==> src/rtl/axil_regfile_pkg.sv <==
// rtl/axil_regfile_pkg.sv - shared response codes, FSM encodings and access-legality helper
package axil_regfile_pkg;

    localparam logic [1:0] AXI_OK     = 2'b00;
    localparam logic [1:0] AXI_SLVERR = 2'b10;

    typedef enum logic [1:0] {
        W_IDLE = 2'd0,
        W_DATA = 2'd1,
        W_ADDR = 2'd2,
        W_RESP = 2'd3
    } wr_state_t;

    typedef enum logic {
        R_IDLE  = 1'b0,
        R_VALID = 1'b1
    } rd_state_t;

    // A word index is writable when it exists and is below the read-only status block
    function automatic logic is_writable(input int unsigned idx,
                                         input int unsigned num_regs,
                                         input int unsigned num_ro);
        return (idx < num_regs) && (idx < (num_regs - num_ro));
    endfunction

endpackage

==> src/rtl/axil_regfile_if.sv <==
// rtl/axil_regfile_if.sv - AXI4-Lite bus bundle with master/slave views
interface axil_regfile_if #(
    parameter int ADDR_WIDTH = 8
) ();
    import axil_regfile_pkg::*;

    logic [ADDR_WIDTH-1:0] s_axi_lite_awaddr;
    logic                  s_axi_lite_awvalid;
    logic                  s_axi_lite_awready;
    logic [31:0]           s_axi_lite_wdata;
    logic [3:0]            s_axi_lite_wstrb;
    logic                  s_axi_lite_wvalid;
    logic                  s_axi_lite_wready;
    logic [1:0]            s_axi_lite_bresp;
    logic                  s_axi_lite_bvalid;
    logic                  s_axi_lite_bready;
    logic [ADDR_WIDTH-1:0] s_axi_lite_araddr;
    logic                  s_axi_lite_arvalid;
    logic                  s_axi_lite_arready;
    logic [31:0]           s_axi_lite_rdata;
    logic [1:0]            s_axi_lite_rresp;
    logic                  s_axi_lite_rvalid;
    logic                  s_axi_lite_rready;

    modport master (
        output s_axi_lite_awaddr, s_axi_lite_awvalid, s_axi_lite_wdata, s_axi_lite_wstrb,
               s_axi_lite_wvalid, s_axi_lite_bready, s_axi_lite_araddr, s_axi_lite_arvalid,
               s_axi_lite_rready,
        input  s_axi_lite_awready, s_axi_lite_wready, s_axi_lite_bresp, s_axi_lite_bvalid,
               s_axi_lite_arready, s_axi_lite_rdata, s_axi_lite_rresp, s_axi_lite_rvalid
    );

    modport slave (
        input  s_axi_lite_awaddr, s_axi_lite_awvalid, s_axi_lite_wdata, s_axi_lite_wstrb,
               s_axi_lite_wvalid, s_axi_lite_bready, s_axi_lite_araddr, s_axi_lite_arvalid,
               s_axi_lite_rready,
        output s_axi_lite_awready, s_axi_lite_wready, s_axi_lite_bresp, s_axi_lite_bvalid,
               s_axi_lite_arready, s_axi_lite_rdata, s_axi_lite_rresp, s_axi_lite_rvalid
    );

endinterface

==> src/rtl/axil_wr_fsm.sv <==
// rtl/axil_wr_fsm.sv - AXI4-Lite write channel: AW/W capture, legality check, B response
module axil_wr_fsm
    import axil_regfile_pkg::*;
#(
    parameter int ADDR_WIDTH = 8,
    parameter int NUM_REGS   = 8,
    parameter int NUM_RO     = 2
) (
    input  logic                  i_clk,
    input  logic                  i_rst_n,
    input  logic [ADDR_WIDTH-1:0] i_awaddr,
    input  logic                  i_awvalid,
    output logic                  o_awready,
    input  logic [31:0]           i_wdata,
    input  logic [3:0]            i_wstrb,
    input  logic                  i_wvalid,
    output logic                  o_wready,
    output logic [1:0]            o_bresp,
    output logic                  o_bvalid,
    input  logic                  i_bready,
    output logic                  o_commit,
    output logic [ADDR_WIDTH-3:0] o_idx,
    output logic [31:0]           o_data,
    output logic [3:0]            o_strb
);

    wr_state_t             r_state;
    wr_state_t             w_next;
    logic                  w_last_hs;
    logic                  w_ok;
    logic [ADDR_WIDTH-3:0] r_idx;
    logic [31:0]           r_data;
    logic [3:0]            r_strb;
    logic [1:0]            r_bresp;
    logic                  w_unused;

    // Byte offset within the word carries no meaning for 32-bit registers
    assign w_unused = ^i_awaddr[1:0];

    // Whichever half arrived earlier comes from the capture registers, the other is live
    assign o_idx    = (r_state == W_DATA) ? r_idx  : i_awaddr[ADDR_WIDTH-1:2];
    assign o_data   = (r_state == W_ADDR) ? r_data : i_wdata;
    assign o_strb   = (r_state == W_ADDR) ? r_strb : i_wstrb;
    assign w_ok     = is_writable(32'(o_idx), NUM_REGS, NUM_RO);
    assign o_commit = w_last_hs & w_ok;
    assign o_bresp  = r_bresp;

    // Next state and handshake outputs; w_last_hs marks the edge the second half is accepted
    always_comb begin
        w_next    = r_state;
        o_awready = 1'b0;
        o_wready  = 1'b0;
        o_bvalid  = 1'b0;
        w_last_hs = 1'b0;
        case (r_state)
            W_IDLE: begin
                o_awready = 1'b1;
                o_wready  = 1'b1;
                if (i_awvalid && i_wvalid) begin
                    w_next    = W_RESP;
                    w_last_hs = 1'b1;
                end else if (i_awvalid) begin
                    w_next = W_DATA;
                end else if (i_wvalid) begin
                    w_next = W_ADDR;
                end
            end
            W_DATA: begin
                o_wready = 1'b1;
                if (i_wvalid) begin
                    w_next    = W_RESP;
                    w_last_hs = 1'b1;
                end
            end
            W_ADDR: begin
                o_awready = 1'b1;
                if (i_awvalid) begin
                    w_next    = W_RESP;
                    w_last_hs = 1'b1;
                end
            end
            W_RESP: begin
                o_bvalid = 1'b1;
                if (i_bready) begin
                    w_next = W_IDLE;
                end
            end
            default: w_next = W_IDLE;
        endcase
    end

    // State register
    always_ff @(posedge i_clk or negedge i_rst_n) begin
        if (!i_rst_n) begin
            r_state <= W_IDLE;
        end else begin
            r_state <= w_next;
        end
    end

    // Hold the early half of a split transfer and latch the response at commit time
    always_ff @(posedge i_clk or negedge i_rst_n) begin
        if (!i_rst_n) begin
            r_idx   <= '0;
            r_data  <= '0;
            r_strb  <= '0;
            r_bresp <= AXI_OK;
        end else begin
            if (r_state == W_IDLE && i_awvalid) begin
                r_idx <= i_awaddr[ADDR_WIDTH-1:2];
            end
            if (r_state == W_IDLE && i_wvalid) begin
                r_data <= i_wdata;
                r_strb <= i_wstrb;
            end
            if (w_last_hs) begin
                r_bresp <= w_ok ? AXI_OK : AXI_SLVERR;
            end
        end
    end

endmodule

==> src/rtl/axil_regfile.sv <==
// rtl/axil_regfile.sv - AXI4-Lite register bank with RO status slots and write pulses; AXIL_REGFILE_WSTRB_EN enables byte-lane writes
module axil_regfile
    import axil_regfile_pkg::*;
#(
    parameter int          AXI_LITE_ADDR_WIDTH = 8,
    parameter int          NUM_REGS            = 8,
    parameter int          NUM_RO              = 2,
    parameter logic [31:0] RESET_VALUE         = 32'h0
) (
    input  logic                                    s_axi_lite_aclk,
    input  logic                                    axi_resetn,
    axil_regfile_if.slave                           s_axi_lite,
    output logic [NUM_REGS*32-1:0]                  regs_out,
    output logic [NUM_REGS-1:0]                     wr_pulse,
    input  logic [((NUM_RO > 0) ? NUM_RO : 1)*32-1:0] status_in
);

    localparam int NUM_RW = NUM_REGS - NUM_RO;
    localparam int IDX_W  = AXI_LITE_ADDR_WIDTH - 2;

    logic              w_commit;
    logic [IDX_W-1:0]  w_idx;
    logic [31:0]       w_data;
    logic [3:0]        w_strb;
    logic [31:0]       r_regs [NUM_RW];
    logic [NUM_REGS-1:0] r_wr_pulse;
    rd_state_t         r_rstate;
    rd_state_t         w_rnext;
    logic [IDX_W-1:0]  w_ridx;
    logic [31:0]       w_rdata;
    logic [1:0]        w_rresp;
    logic [31:0]       r_rdata;
    logic [1:0]        r_rresp;
    logic              w_unused;

    axil_wr_fsm #(
        .ADDR_WIDTH (AXI_LITE_ADDR_WIDTH),
        .NUM_REGS   (NUM_REGS),
        .NUM_RO     (NUM_RO)
    ) u_wr_fsm (
        .i_clk     (s_axi_lite_aclk),
        .i_rst_n   (axi_resetn),
        .i_awaddr  (s_axi_lite.s_axi_lite_awaddr),
        .i_awvalid (s_axi_lite.s_axi_lite_awvalid),
        .o_awready (s_axi_lite.s_axi_lite_awready),
        .i_wdata   (s_axi_lite.s_axi_lite_wdata),
        .i_wstrb   (s_axi_lite.s_axi_lite_wstrb),
        .i_wvalid  (s_axi_lite.s_axi_lite_wvalid),
        .o_wready  (s_axi_lite.s_axi_lite_wready),
        .o_bresp   (s_axi_lite.s_axi_lite_bresp),
        .o_bvalid  (s_axi_lite.s_axi_lite_bvalid),
        .i_bready  (s_axi_lite.s_axi_lite_bready),
        .o_commit  (w_commit),
        .o_idx     (w_idx),
        .o_data    (w_data),
        .o_strb    (w_strb)
    );

`ifdef AXIL_REGFILE_WSTRB_EN
    assign w_unused = ^s_axi_lite.s_axi_lite_araddr[1:0];
`else
    assign w_unused = ^{s_axi_lite.s_axi_lite_araddr[1:0], w_strb};
`endif

    // Register array and per-register pulses update on the commit edge
    always_ff @(posedge s_axi_lite_aclk or negedge axi_resetn) begin
        if (!axi_resetn) begin
            for (int i = 0; i < NUM_RW; i++) begin
                r_regs[i] <= RESET_VALUE;
            end
            r_wr_pulse <= '0;
        end else begin
            for (int i = 0; i < NUM_RW; i++) begin
                if (w_commit && (w_idx == IDX_W'(i))) begin
`ifdef AXIL_REGFILE_WSTRB_EN
                    for (int k = 0; k < 4; k++) begin
                        if (w_strb[k]) begin
                            r_regs[i][8*k +: 8] <= w_data[8*k +: 8];
                        end
                    end
`else
                    r_regs[i] <= w_data;
`endif
                end
            end
            for (int i = 0; i < NUM_REGS; i++) begin
                r_wr_pulse[i] <= w_commit && (w_idx == IDX_W'(i));
            end
        end
    end

    assign wr_pulse = r_wr_pulse;

    // Status slots are not storage; they present zero on the flattened output
    for (genvar g = 0; g < NUM_REGS; g++) begin : g_out
        if (g < NUM_RW) begin : g_rw
            assign regs_out[32*g +: 32] = r_regs[g];
        end else begin : g_ro
            assign regs_out[32*g +: 32] = '0;
        end
    end

    // Read mux: storage value before any same-edge write, live status, or SLVERR
    always_comb begin
        w_ridx  = s_axi_lite.s_axi_lite_araddr[AXI_LITE_ADDR_WIDTH-1:2];
        w_rdata = '0;
        w_rresp = AXI_SLVERR;
        for (int i = 0; i < NUM_RW; i++) begin
            if (w_ridx == IDX_W'(i)) begin
                w_rdata = r_regs[i];
                w_rresp = AXI_OK;
            end
        end
        for (int j = 0; j < NUM_RO; j++) begin
            if (w_ridx == IDX_W'(NUM_RW + j)) begin
                w_rdata = status_in[32*j +: 32];
                w_rresp = AXI_OK;
            end
        end
    end

    // Read FSM next state
    always_comb begin
        w_rnext = r_rstate;
        case (r_rstate)
            R_IDLE:  if (s_axi_lite.s_axi_lite_arvalid) w_rnext = R_VALID;
            R_VALID: if (s_axi_lite.s_axi_lite_rready)  w_rnext = R_IDLE;
            default: w_rnext = R_IDLE;
        endcase
    end

    // Read state and response registers; rdata/rresp only load on AR acceptance
    always_ff @(posedge s_axi_lite_aclk or negedge axi_resetn) begin
        if (!axi_resetn) begin
            r_rstate <= R_IDLE;
            r_rdata  <= '0;
            r_rresp  <= AXI_OK;
        end else begin
            r_rstate <= w_rnext;
            if (r_rstate == R_IDLE && s_axi_lite.s_axi_lite_arvalid) begin
                r_rdata <= w_rdata;
                r_rresp <= w_rresp;
            end
        end
    end

    assign s_axi_lite.s_axi_lite_arready = (r_rstate == R_IDLE);
    assign s_axi_lite.s_axi_lite_rvalid  = (r_rstate == R_VALID);
    assign s_axi_lite.s_axi_lite_rdata   = r_rdata;
    assign s_axi_lite.s_axi_lite_rresp   = r_rresp;

endmodule

==> src/flat_wrapper.sv <==
// flat-port wrapper written by rule: the top's interface ports become plain ports
module axil_regfile_flat import axil_regfile_pkg::*;
#(
    parameter int          AXI_LITE_ADDR_WIDTH = 8,
    parameter int          NUM_REGS            = 8,
    parameter int          NUM_RO              = 2,
    parameter logic [31:0] RESET_VALUE         = 32'h0
)
  (s_axi_lite_aclk, axi_resetn, regs_out, wr_pulse, status_in, s_axi_lite_s_axi_lite_awaddr, s_axi_lite_s_axi_lite_awvalid, s_axi_lite_s_axi_lite_wdata, s_axi_lite_s_axi_lite_wstrb, s_axi_lite_s_axi_lite_wvalid, s_axi_lite_s_axi_lite_bready, s_axi_lite_s_axi_lite_araddr, s_axi_lite_s_axi_lite_arvalid, s_axi_lite_s_axi_lite_rready, s_axi_lite_s_axi_lite_awready, s_axi_lite_s_axi_lite_wready, s_axi_lite_s_axi_lite_bresp, s_axi_lite_s_axi_lite_bvalid, s_axi_lite_s_axi_lite_arready, s_axi_lite_s_axi_lite_rdata, s_axi_lite_s_axi_lite_rresp, s_axi_lite_s_axi_lite_rvalid);
  axil_regfile_if #(.ADDR_WIDTH(8)) s_axi_lite_i ();
  input  logic s_axi_lite_aclk;
  input  logic axi_resetn;
  output logic [NUM_REGS*32-1:0] regs_out;
  output logic [NUM_REGS-1:0] wr_pulse;
  input  logic [((NUM_RO > 0) ? NUM_RO : 1)*32-1:0] status_in;
  input wire logic [$bits(s_axi_lite_i.s_axi_lite_awaddr)-1:0] s_axi_lite_s_axi_lite_awaddr;
  input wire logic [$bits(s_axi_lite_i.s_axi_lite_awvalid)-1:0] s_axi_lite_s_axi_lite_awvalid;
  input wire logic [$bits(s_axi_lite_i.s_axi_lite_wdata)-1:0] s_axi_lite_s_axi_lite_wdata;
  input wire logic [$bits(s_axi_lite_i.s_axi_lite_wstrb)-1:0] s_axi_lite_s_axi_lite_wstrb;
  input wire logic [$bits(s_axi_lite_i.s_axi_lite_wvalid)-1:0] s_axi_lite_s_axi_lite_wvalid;
  input wire logic [$bits(s_axi_lite_i.s_axi_lite_bready)-1:0] s_axi_lite_s_axi_lite_bready;
  input wire logic [$bits(s_axi_lite_i.s_axi_lite_araddr)-1:0] s_axi_lite_s_axi_lite_araddr;
  input wire logic [$bits(s_axi_lite_i.s_axi_lite_arvalid)-1:0] s_axi_lite_s_axi_lite_arvalid;
  input wire logic [$bits(s_axi_lite_i.s_axi_lite_rready)-1:0] s_axi_lite_s_axi_lite_rready;
  output wire logic [$bits(s_axi_lite_i.s_axi_lite_awready)-1:0] s_axi_lite_s_axi_lite_awready;
  output wire logic [$bits(s_axi_lite_i.s_axi_lite_wready)-1:0] s_axi_lite_s_axi_lite_wready;
  output wire logic [$bits(s_axi_lite_i.s_axi_lite_bresp)-1:0] s_axi_lite_s_axi_lite_bresp;
  output wire logic [$bits(s_axi_lite_i.s_axi_lite_bvalid)-1:0] s_axi_lite_s_axi_lite_bvalid;
  output wire logic [$bits(s_axi_lite_i.s_axi_lite_arready)-1:0] s_axi_lite_s_axi_lite_arready;
  output wire logic [$bits(s_axi_lite_i.s_axi_lite_rdata)-1:0] s_axi_lite_s_axi_lite_rdata;
  output wire logic [$bits(s_axi_lite_i.s_axi_lite_rresp)-1:0] s_axi_lite_s_axi_lite_rresp;
  output wire logic [$bits(s_axi_lite_i.s_axi_lite_rvalid)-1:0] s_axi_lite_s_axi_lite_rvalid;
  assign s_axi_lite_i.s_axi_lite_awaddr = s_axi_lite_s_axi_lite_awaddr;
  assign s_axi_lite_i.s_axi_lite_awvalid = s_axi_lite_s_axi_lite_awvalid;
  assign s_axi_lite_i.s_axi_lite_wdata = s_axi_lite_s_axi_lite_wdata;
  assign s_axi_lite_i.s_axi_lite_wstrb = s_axi_lite_s_axi_lite_wstrb;
  assign s_axi_lite_i.s_axi_lite_wvalid = s_axi_lite_s_axi_lite_wvalid;
  assign s_axi_lite_i.s_axi_lite_bready = s_axi_lite_s_axi_lite_bready;
  assign s_axi_lite_i.s_axi_lite_araddr = s_axi_lite_s_axi_lite_araddr;
  assign s_axi_lite_i.s_axi_lite_arvalid = s_axi_lite_s_axi_lite_arvalid;
  assign s_axi_lite_i.s_axi_lite_rready = s_axi_lite_s_axi_lite_rready;
  assign s_axi_lite_s_axi_lite_awready = s_axi_lite_i.s_axi_lite_awready;
  assign s_axi_lite_s_axi_lite_wready = s_axi_lite_i.s_axi_lite_wready;
  assign s_axi_lite_s_axi_lite_bresp = s_axi_lite_i.s_axi_lite_bresp;
  assign s_axi_lite_s_axi_lite_bvalid = s_axi_lite_i.s_axi_lite_bvalid;
  assign s_axi_lite_s_axi_lite_arready = s_axi_lite_i.s_axi_lite_arready;
  assign s_axi_lite_s_axi_lite_rdata = s_axi_lite_i.s_axi_lite_rdata;
  assign s_axi_lite_s_axi_lite_rresp = s_axi_lite_i.s_axi_lite_rresp;
  assign s_axi_lite_s_axi_lite_rvalid = s_axi_lite_i.s_axi_lite_rvalid;
  axil_regfile #(.AXI_LITE_ADDR_WIDTH(AXI_LITE_ADDR_WIDTH), .NUM_REGS(NUM_REGS), .NUM_RO(NUM_RO), .RESET_VALUE(RESET_VALUE)) u_core (.s_axi_lite_aclk(s_axi_lite_aclk), .axi_resetn(axi_resetn), .s_axi_lite(s_axi_lite_i), .regs_out(regs_out), .wr_pulse(wr_pulse), .status_in(status_in));
endmodule
==> config.mk <==
export PLATFORM = sky130hd
export DESIGN_NAME = axil_regfile_flat
export DESIGN_NICKNAME = d
export VERILOG_FILES = /design/src/rtl/axil_regfile_pkg.sv /design/src/rtl/axil_regfile_if.sv /design/src/rtl/axil_wr_fsm.sv /design/src/rtl/axil_regfile.sv /design/src/flat_wrapper.sv
export SDC_FILE = /design/constraint.sdc
export NUM_CORES = 1
export LEC_CHECK = 0
export CAP_MARGIN = 10
export CORE_ASPECT_RATIO = 1.1
export CORE_MARGIN = 2
export CORE_UTILIZATION = 49
export CTS_BUF_LIST = sky130_fd_sc_hd__clkbuf_4
export DETAILED_ROUTE_END_ITERATION = 7
export PLACE_DENSITY = 0.83
export SETUP_SLACK_MARGIN = 0.5
export SLEW_MARGIN = 5
export SYNTH_ARGS = -nofsm -noshare
export SYNTH_HDL_FRONTEND = slang
export SYNTH_HIERARCHICAL = 1
export SYNTH_SLANG_ARGS = --single-unit
==> constraint.sdc <==
create_clock -name s_axi_lite_aclk -period 3.4 [get_ports s_axi_lite_aclk]
set_input_delay 0.51 -clock s_axi_lite_aclk [delete_from_list [all_inputs] [get_ports s_axi_lite_aclk]]
set_output_delay 0.51 -clock s_axi_lite_aclk [all_outputs]
set_load 0.02 [all_outputs]
# --- Yosys cells after proc, flatten, opt, wreduce, memory -nomap -nowiden ---
# Index checks and enable logic that the tools add are counted.
totals:
  ff_bits: 277
  in_bits: 123
  output_inout_bits: 305
  elab_cells: 94
classes:
  order_cmp: 2
  n_eq_ne: 21
  n_mux: 36
  n_bitwise: 2
  reduce_logical: 19
op_table:
  columns: ["operator", "n"]
  rows:
  - ["32-bit 2-to-1 mux", 9]
  - ["6-bit by 3-bit equality test with 1-bit output (second input constant)", 8]
  - ["2-bit 2-to-1 mux", 15]
  - ["6-bit by 2-bit equality test with 1-bit output (second input constant)", 4]
  - ["1-bit logical AND", 13]
  - ["6-bit by 1-bit equality test with 1-bit output (second input constant)", 2]
  - ["6-bit zero test", 2]
  - ["1-bit 2-to-1 mux", 8]
  - ["2-bit case mux with 4 select lines", 1]
  - ["6-bit by 3-bit less-than comparator with 1-bit output (second input constant)", 1]
  - ["6-bit by 4-bit less-than comparator with 1-bit output (second input constant)", 1]
  - ["6-bit 2-to-1 mux", 1]
  - ["2-bit inequality test (second input constant)", 3]
  - ["2-bit equality test (second input constant)", 2]
  - ["4-bit inequality test (second input constant)", 1]
  - ["4-bit AND reduction", 1]
  - ["2-bit OR reduction", 2]
  - ["1-bit case mux with 3 select lines", 1]
  - ["2-bit by 1-bit equality test with 1-bit output (second input constant)", 1]
  - ["2-bit zero test", 1]
  - ["1-bit case mux with 2 select lines", 1]
  - ["1-bit bitwise AND", 1]
  - ["1-bit inverter", 1]

# --- Logic depth before layout (Yosys ltp) ---
# Gate-level depths: netlist of the first run.
depth:
  ltp_word: 9
  ltp_mapped: 11
  ltp_nobuf: 9

# --- By module ---
# The synthesis of the first run kept the hierarchy.
by_module_without_submodules:
  columns: ["mod", "n_inst", "cells_each", "area_each_um2", "seq_area_each_um2"]
  rows:
  - ["axil_regfile", 1, 942, 11773.8, 5855.6]
  - ["axil_wr_fsm", 1, 173, 2376.0, 1126.1]

# --- Worst setup path before layout of the first run ---
# Ideal clock, no wire load.
synth_path:
  kind: "register to register"
  startpoint: "register u_core.u_wr_fsm.r_state[1]"
  endpoint: "register u_core.r_regs (netlist bit u_core/regs_out[10])"
  setup_ns: 0.125
  arrival_ns: 2.635
  required_ns: 3.275
  slack_ns: 0.640
  path_stages_with_launch: 12
  n_path_buf: 2
  period_less_slack_ns: 2.760
  cell_sequence: "dfrtp_1 > inv_1 > ha_1 > or4b_1 > o41ai_1 > o2111a_2 > nor4b_4 > nand2b_1 > clkbuf_1 > nor3_4 > buf_6 > mux2_2"
synth_between:
  elab_chain_cells: 6
  word_cells_on_any_way: 12
  classes_between: "2 x order compare; 2 x eq/ne; 3 x mux; 1 x bitwise; 4 x reduce/logical"
synth_rtl:
  columns: ["element", "line", "source"]
  rows:
  - ["start: declaration", "axil_wr_fsm.sv:27", "wr_state_t r_state;"]
  - ["start signal: assignment", "axil_wr_fsm.sv:97", "r_state <= w_next;"]
  - ["2-bit by 1-bit equality test with 1-bit output", "axil_wr_fsm.sv:41, axil_wr_fsm.sv:55", null]
  - ["6-bit 2-to-1 mux", "axil_wr_fsm.sv:41", "assign o_idx = (r_state == W_DATA) ? r_idx : i_awaddr[ADDR_WIDTH-1:2];"]
  - ["6-bit by 4-bit less-than comparator with 1-bit output or 6-bit by 3-bit less-than comparator with 1-bit output (tied branches)", "axil_regfile_pkg.sv:23", "return (idx < num_regs) && (idx < (num_regs - num_ro));"]
  - ["1-bit logical AND", "axil_regfile_pkg.sv:23", null]
  - ["1-bit bitwise AND (*)", "axil_wr_fsm.sv:45", "assign o_commit = w_last_hs & w_ok;"]
  - ["named net u_core.w_commit", "axil_regfile.sv:21", "logic w_commit;"]
  - ["1-bit logical AND (*)", "axil_regfile.sv:74", "if (w_commit && (w_idx == IDX_W'(i))) begin"]
  - ["end signal: indexed assignment", "axil_regfile.sv:82", "r_regs[i] <= w_data;"]
  - ["end: declaration", "axil_regfile.sv:25", "logic [31:0] r_regs [NUM_RW];"]
# The timed path passes the listed nets; every way through them passes the cells marked *.
# A chain may end at the register's enable or synchronous reset.

# --- Worst setup path in the final report of the first run ---
layout_path:
  startpoint: "register u_core.u_wr_fsm.r_state[1]"
  endpoint: "register u_core.r_regs (netlist bit u_core/regs_out[14])"
# The elaborated chain is that of the path after synthesis.

==> run_results.csv, run 1 <==
group,metric,value,unit
yosys,syn_inst,1103,
finish,final_common_cell,"clkdlybuf4s50_1",
clock_network,cts_buffer_depth,3,
critical_path,cp_top_family,"simple AND/OR/NAND/NOR gates",
job,max-cap-violations,0,
critical_path,worstSetupStartpointType,"flip-flop",
timing,finalCriticalPeriod,3000,ps
timing,setup_violations,0,
timing,hold_viol,0,
clock_network,cts-root-buf,"clkbuf_4",
timing,drv_slew,0,
floorplanning,coreArea,27900,um^2
finish,design_area,19400,um^2
timing,hold_slack,410,ps
route,drt-initial-drc-count,838,
placement,port_buffers,353,
timing,worst_slack,398,ps
clock_network,clk_pin_slew_worst_paths,60,ps
yosys,netlist_area,14000,um^2
finish,area_growth,39.3,%
global_route,grt_pass1_vias,11400,
clock_network,htreeDepth,3,
floorplanning,die_area,29900,um^2
yosys,syn_area_per_cell,12.7,um^2
timing,fin_setup_tns,0,ps
hold_path,hold_class,"in -> reg",
clock_network,cts_tree,"yes",
clock_network,cts.sinks,275,
route,drc,0,
critical_path,critPathCaptureType,"flip-flop",
route,ant_nets,0,
placement,post_dp_cell_area,17700,um^2
run_status,status,"completed",
timing,clock.fmax,0.333,GHz
route,wl,49.2,mm
pwr,power_density,557,nW/um^2
placement,post-place-ws,90.7,ps
route,viasPerCell,5.78,
finish,drive_above_1_share,31.7,%
timing,slew_headroom,46.2,%
finish,fin_nets,1661,
floorplanning,ios,428,
timing,period_share,88.3,%
route,drt_first_pass_iters,5,
floorplanning,die-height,181,um
global_route,track_usage,31.1,%
global_route,grt_pass1_wl,69.3,mm
critical_path,setup.worst_path.class,"reg -> reg",
placement,hpwl,31.3,mm
global_route,antenna_found_initial,4,
critical_path,path_buf_inv,4,
floorplanning,die_w,165,um
critical_path,critPathSlowestCell,"or4b_4",
timing,tightest_slew,801,ps
timing,skew,66.5,ps
critical_path,path_cells,"inv_2 -> ha_4 -> or4b_4 -> o41ai_4 -> o2111a_2 -> nor4b_4 -> buf_4 -> nand2b_4 -> nor3_4 -> buf_12 -> buf_8 -> mux2_2",
placement,routabilityCongestion,0.847,
critical_path,crit_fanout,6,
clock_network,clock_latency,680,ps
yosys,yosysWarningCount,6,
timing,rsz0062_at_grt,"true",
global_route,gr-total-overflow,0,
floorplanning,start_util,50.0,%
pwr,peakVddDrop,0.436,mV
critical_path,cpPeakStageDelay,470,ps
clock_network,cts_made_buffers,74,
finish,final_cell_mix,"347 x clkdlybuf4s50_1, 274 x dfrtp_1, 186 x mux2_2",
critical_path,cp.arrival,3550,ps
critical_path,required,3950,ps
floorplanning,rows,64,
global_route,grt_max_degree,94,
route,wire_per_inst,25.4,um
route,vias,11200,
pwr,leakagePower,0.00885,uW
[worst reg2reg max path, stage by stage (launching register included)]
cell      delay (ps)
dfrtp_1          390
inv_2             90
ha_4             130
or4b_4           470
o41ai_4           70
o2111a_2         250
nor4b_4          260
buf_4            180
nand2b_4         100
nor3_4           210
buf_12           170
buf_8            190
mux2_2           350
[registers in the layout, indices dropped and copies added (netlist names)]
signal                               flops
u_core/regs_out                        192
u_core/s_axi_lite.s_axi_lite_rresp       1
u_core/s_axi_lite.s_axi_lite_rvalid      1
u_core/u_wr_fsm/r_idx                    6
u_core/wr_pulse                          8
u_core/u_wr_fsm/o_bresp                  1
u_core/s_axi_lite.s_axi_lite_rdata      32
u_core/u_wr_fsm/r_data                  32
u_core/u_wr_fsm/r_state                  2
[through the flow]
stage | instances | power, uW | util [%]
floorplan | 1167 | 6340 | -
global placement | 1786 | 7700 | 63.4
detailed placement | 1786 | 7830 | 63.4
CTS | 1910 | 10800 | 67.2
global route | 1933 | 11400 | 69.6
finish | 1934 | 10800 | 69.6
[path summary, 6_finish.rpt]
kind / slack (ps) / cells after the start / start / to
max in group asynchronous: 1950 / 3 / axi_resetn / u_core/u_wr_fsm/r_data[26]$_DFFE_PN0P_
min in group asynchronous: 480 / 2 / axi_resetn / u_core/regs_out[117]$_DFFE_PN0P_
worst min-delay path: 410 / 2 / s_axi_lite_s_axi_lite_rready / u_core/s_axi_lite.s_axi_lite_rvalid$_DFF_PN0_
worst max register to register: 400 / 12 / u_core/u_wr_fsm/r_state[1]$_DFFE_PN0P_ / u_core/regs_out[14]$_DFFE_PN0P_
worst max-delay path: 400 / 12 / u_core/u_wr_fsm/r_state[1]$_DFFE_PN0P_ / u_core/regs_out[14]$_DFFE_PN0P_
worst min register to register: 490 / 1 / u_core/u_wr_fsm/r_data[13]$_DFFE_PN0P_ / u_core/u_wr_fsm/r_data[13]$_DFFE_PN0P_
[power breakdown]
group          switching (uW)  internal, uW
clock                    1330          1410
sequential                405          3850
combinational            1970          1880
total                    3710          7130
[layer usage]
layer  routed length [um]  part of all wire (%)  global-route usage [%]
met1                18800                    38                    38.1
met2                24200                    49                    51.5
met3                 4060                   8.3                    7.87
met4                 2160                   4.4                    13.9
met5                    0                     0                       0
[cell type report]
class | count | area (um^2)
Antenna cell | 4 | 10.0
Tap cell | 363 | 454
Fill cell | 1979 | 8500
Clock buffer | 99 | 743
Multi-Input combinational cell | 738 | 6640
Sequential cell | 275 | 6880
Inverter | 9 | 33.8
Clock inverter | 13 | 83.8
Timing Repair Buffer | 433 | 4600
[what timing repair did]
item / in CTS / in global routing
setup buffers: 8 / 8
endpoints found under the hold margin: 87 / 0
endpoints found under the setup margin: 190 / 179
resized for setup: 16 / 80
pin swaps: 2 / 5
cloned: 3 / 12
hold buffers: 1 / 0
Power figures use the tool's default switching activity.
==> inputs of run 2 (changes only) <==
--- a/config.mk
+++ b/config.mk
@@ -11,6 +11,7 @@
 export CORE_UTILIZATION = 49
 export CTS_BUF_LIST = sky130_fd_sc_hd__clkbuf_4
 export DETAILED_ROUTE_END_ITERATION = 7
+export GPL_TIMING_DRIVEN = 0
 export PLACE_DENSITY = 0.83
 export SETUP_SLACK_MARGIN = 0.5
 export SLEW_MARGIN = 5
==> run_results.csv, run 2 (synthesis results as in run 1) <==
group,metric,value,unit
clock_network,htreeDepth,3,
critical_path,setup.worst_path.class,"reg -> reg",
route,drt-initial-drc-count,1060,
critical_path,crit_fanout,10,
route,vias,11900,
critical_path,required,3950,ps
pwr,comb_power_share,35.5,%
route,wire_per_inst,27.1,um
pwr,peakVddDrop,0.587,mV
placement,port_buffers,351,
timing,rsz0062_at_grt,"true",
floorplanning,die_area,29900,um^2
job,max-cap-violations,0,
global_route,antenna_found_initial,4,
route,ant_nets,0,
timing,slew_headroom,25.4,%
finish,drive_above_1_share,34.1,%
floorplanning,ios,428,
finish,finish.utilization,72.3,%
critical_path,reg2reg_setup_slack,430,ps
timing,tightest_slew,1110,ps
placement,routabilityCongestion,0.857,
global_route,gr-total-overflow,0,
run_status,status,"completed",
critical_path,worstSetupStartpointType,"flip-flop",
finish,layoutNonFillerInstCount,2043,
pwr,leakagePower,0.00931,uW
floorplanning,start_util,50.0,%
clock_network,clock_latency,700,ps
pwr,switching_power,3850,uW
clock_network,clk_pin_slew_worst_paths,70,ps
timing,hold_viol,0,
timing,hold_slack,407,ps
route,wl,55.3,mm
clock_network,cts.sinks,275,
placement,post-place-ws,-245,ps
global_route,grt_max_degree,109,
pwr,p_clk_share,26.1,%
placement,dp_cells,1883,
clock_network,cts_buffer_depth,3,
timing,drv_slew,0,
clock_network,cts-root-buf,"clkbuf_4",
timing,skew,77.7,ps
timing,setup_violations,0,
pwr,finalPower,11100,uW
critical_path,crit_start,"u_core/u_wr_fsm/r_state[1]$_DFFE_PN0P_",
route,drc,0,
global_route,grt_pass1_wl,75.8,mm
timing,period_share,87.4,%
critical_path,cp.arrival,3530,ps
global_route,track_usage,35.1,%
critical_path,r2r_end,"u_core/regs_out[6]$_DFFE_PN0P_",
route,viasPerCell,5.84,
critical_path,r2r-start,"u_core/u_wr_fsm/r_state[1]$_DFFE_PN0P_",
pwr,intPower,7260,uW
pwr,swShare,34.6,%
finish,final_common_cell,"clkdlybuf4s50_1",
finish,multiInputGateArea,6660,um^2
hold_path,hold_class,"in -> reg",
timing,clock.fmax,0.337,GHz
critical_path,critPathCaptureType,"flip-flop",
floorplanning,rows,64,
critical_path,r2r_cells,12,
floorplanning,die-height,181,um
finish,area_growth,44.7,%
critical_path,critPathCapture,"u_core/regs_out[6]$_DFFE_PN0P_",
floorplanning,die_w,165,um
global_route,grt_pass1_vias,12000,
finish,largest_reg_flops,192,
clock_network,cts_tree,"yes",
finish,final_cell_mix,"348 x clkdlybuf4s50_1, 274 x dfrtp_1, 174 x mux2_2",
timing,worst_slack,428,ps
floorplanning,coreArea,27900,um^2
finish,fill_cells,1928,
pwr,power_density,550,nW/um^2
clock_network,cts_made_buffers,73,
timing,finalCriticalPeriod,2970,ps
pwr,pwr-share-seq,38.4,%
route,drt_first_pass_iters,5,
finish,regArea,6880,um^2
hold_path,worstHoldPathCells,2,
finish,fin_nets,1763,
placement,hpwl,37.0,mm
==> run 2: how the worst min path moves through the flow <==
stage | from | endpoint | slack (ps)
after detailed placement | u_core/u_wr_fsm/r_data[30]$_DFFE_PN0P_ | u_core/u_wr_fsm/r_data[30]$_DFFE_PN0P_ | 480
after CTS | s_axi_lite_s_axi_lite_rready | u_core/s_axi_lite.s_axi_lite_rvalid$_DFF_PN0_ | 380
after floorplan | axi_resetn | u_core/regs_out[0]$_DFFE_PN0P_ | 210
after global placement | u_core/u_wr_fsm/r_data[14]$_DFFE_PN0P_ | u_core/u_wr_fsm/r_data[14]$_DFFE_PN0P_ | 470
after global routing | s_axi_lite_s_axi_lite_rready | u_core/s_axi_lite.s_axi_lite_rvalid$_DFF_PN0_ | 380
final | s_axi_lite_s_axi_lite_rready | u_core/s_axi_lite.s_axi_lite_rvalid$_DFF_PN0_ | 410
==> run 2: metrics by stage <==
stage               TNS [ps]  instance area, um^2
CTS                        0                19500
global placement    -2742120                18200
finish                     0                20200
floorplan                  0                14200
global route               0                20200
detailed placement     -6460                18200
==> run 2: what timing repair did <==
action	4_1_cts	5_1_grt
setup buffers	14	10
endpoints found under the setup margin	189	185
cloned	2	10
endpoints found under the hold margin	86	0
gates resized for setup	62	84
pin swaps	5	4
hold buffers	1	0
==> run 2: per-layer routing <==
metal  wire, um  track usage (%)
met1      20400             42.3
met5          0                0
met4       2580             15.5
met3       5210             8.36
met2      27100             59.4
==> run 2: critical path: stages (launching register included) <==
cell,delay (ps)
dfrtp_1,400
inv_2,100
ha_4,130
or4b_4,470
o41ai_4,70
o2111a_2,250
nor4b_4,260
nand2b_1,130
buf_8,160
nor3_4,150
buf_12,180
buf_12,160
mux2_2,350
==> run 2: area by class of cell <==
cell class	instances	area share (%)
Clock inverter	16	0.626
Timing Repair Buffer	391	20.5
Tap cell	363	2.25
Clock buffer	102	3.79
Antenna cell	4	0.0496
Sequential cell	275	34.1
Inverter	9	0.167
Buffer	145	5.62
Multi-Input combinational cell	738	33.0
==> run 2: power by group through the flow <==
stage | logic [uW] | clock network (uW) | registers (uW)
floorplan | 1740 | 0 | 4590
global placement | 3560 | 0 | 4270
detailed placement | 3660 | 0 | 4300
CTS | 3770 | 2940 | 4250
global route | 4130 | 3110 | 4320
finish | 3940 | 2900 | 4270
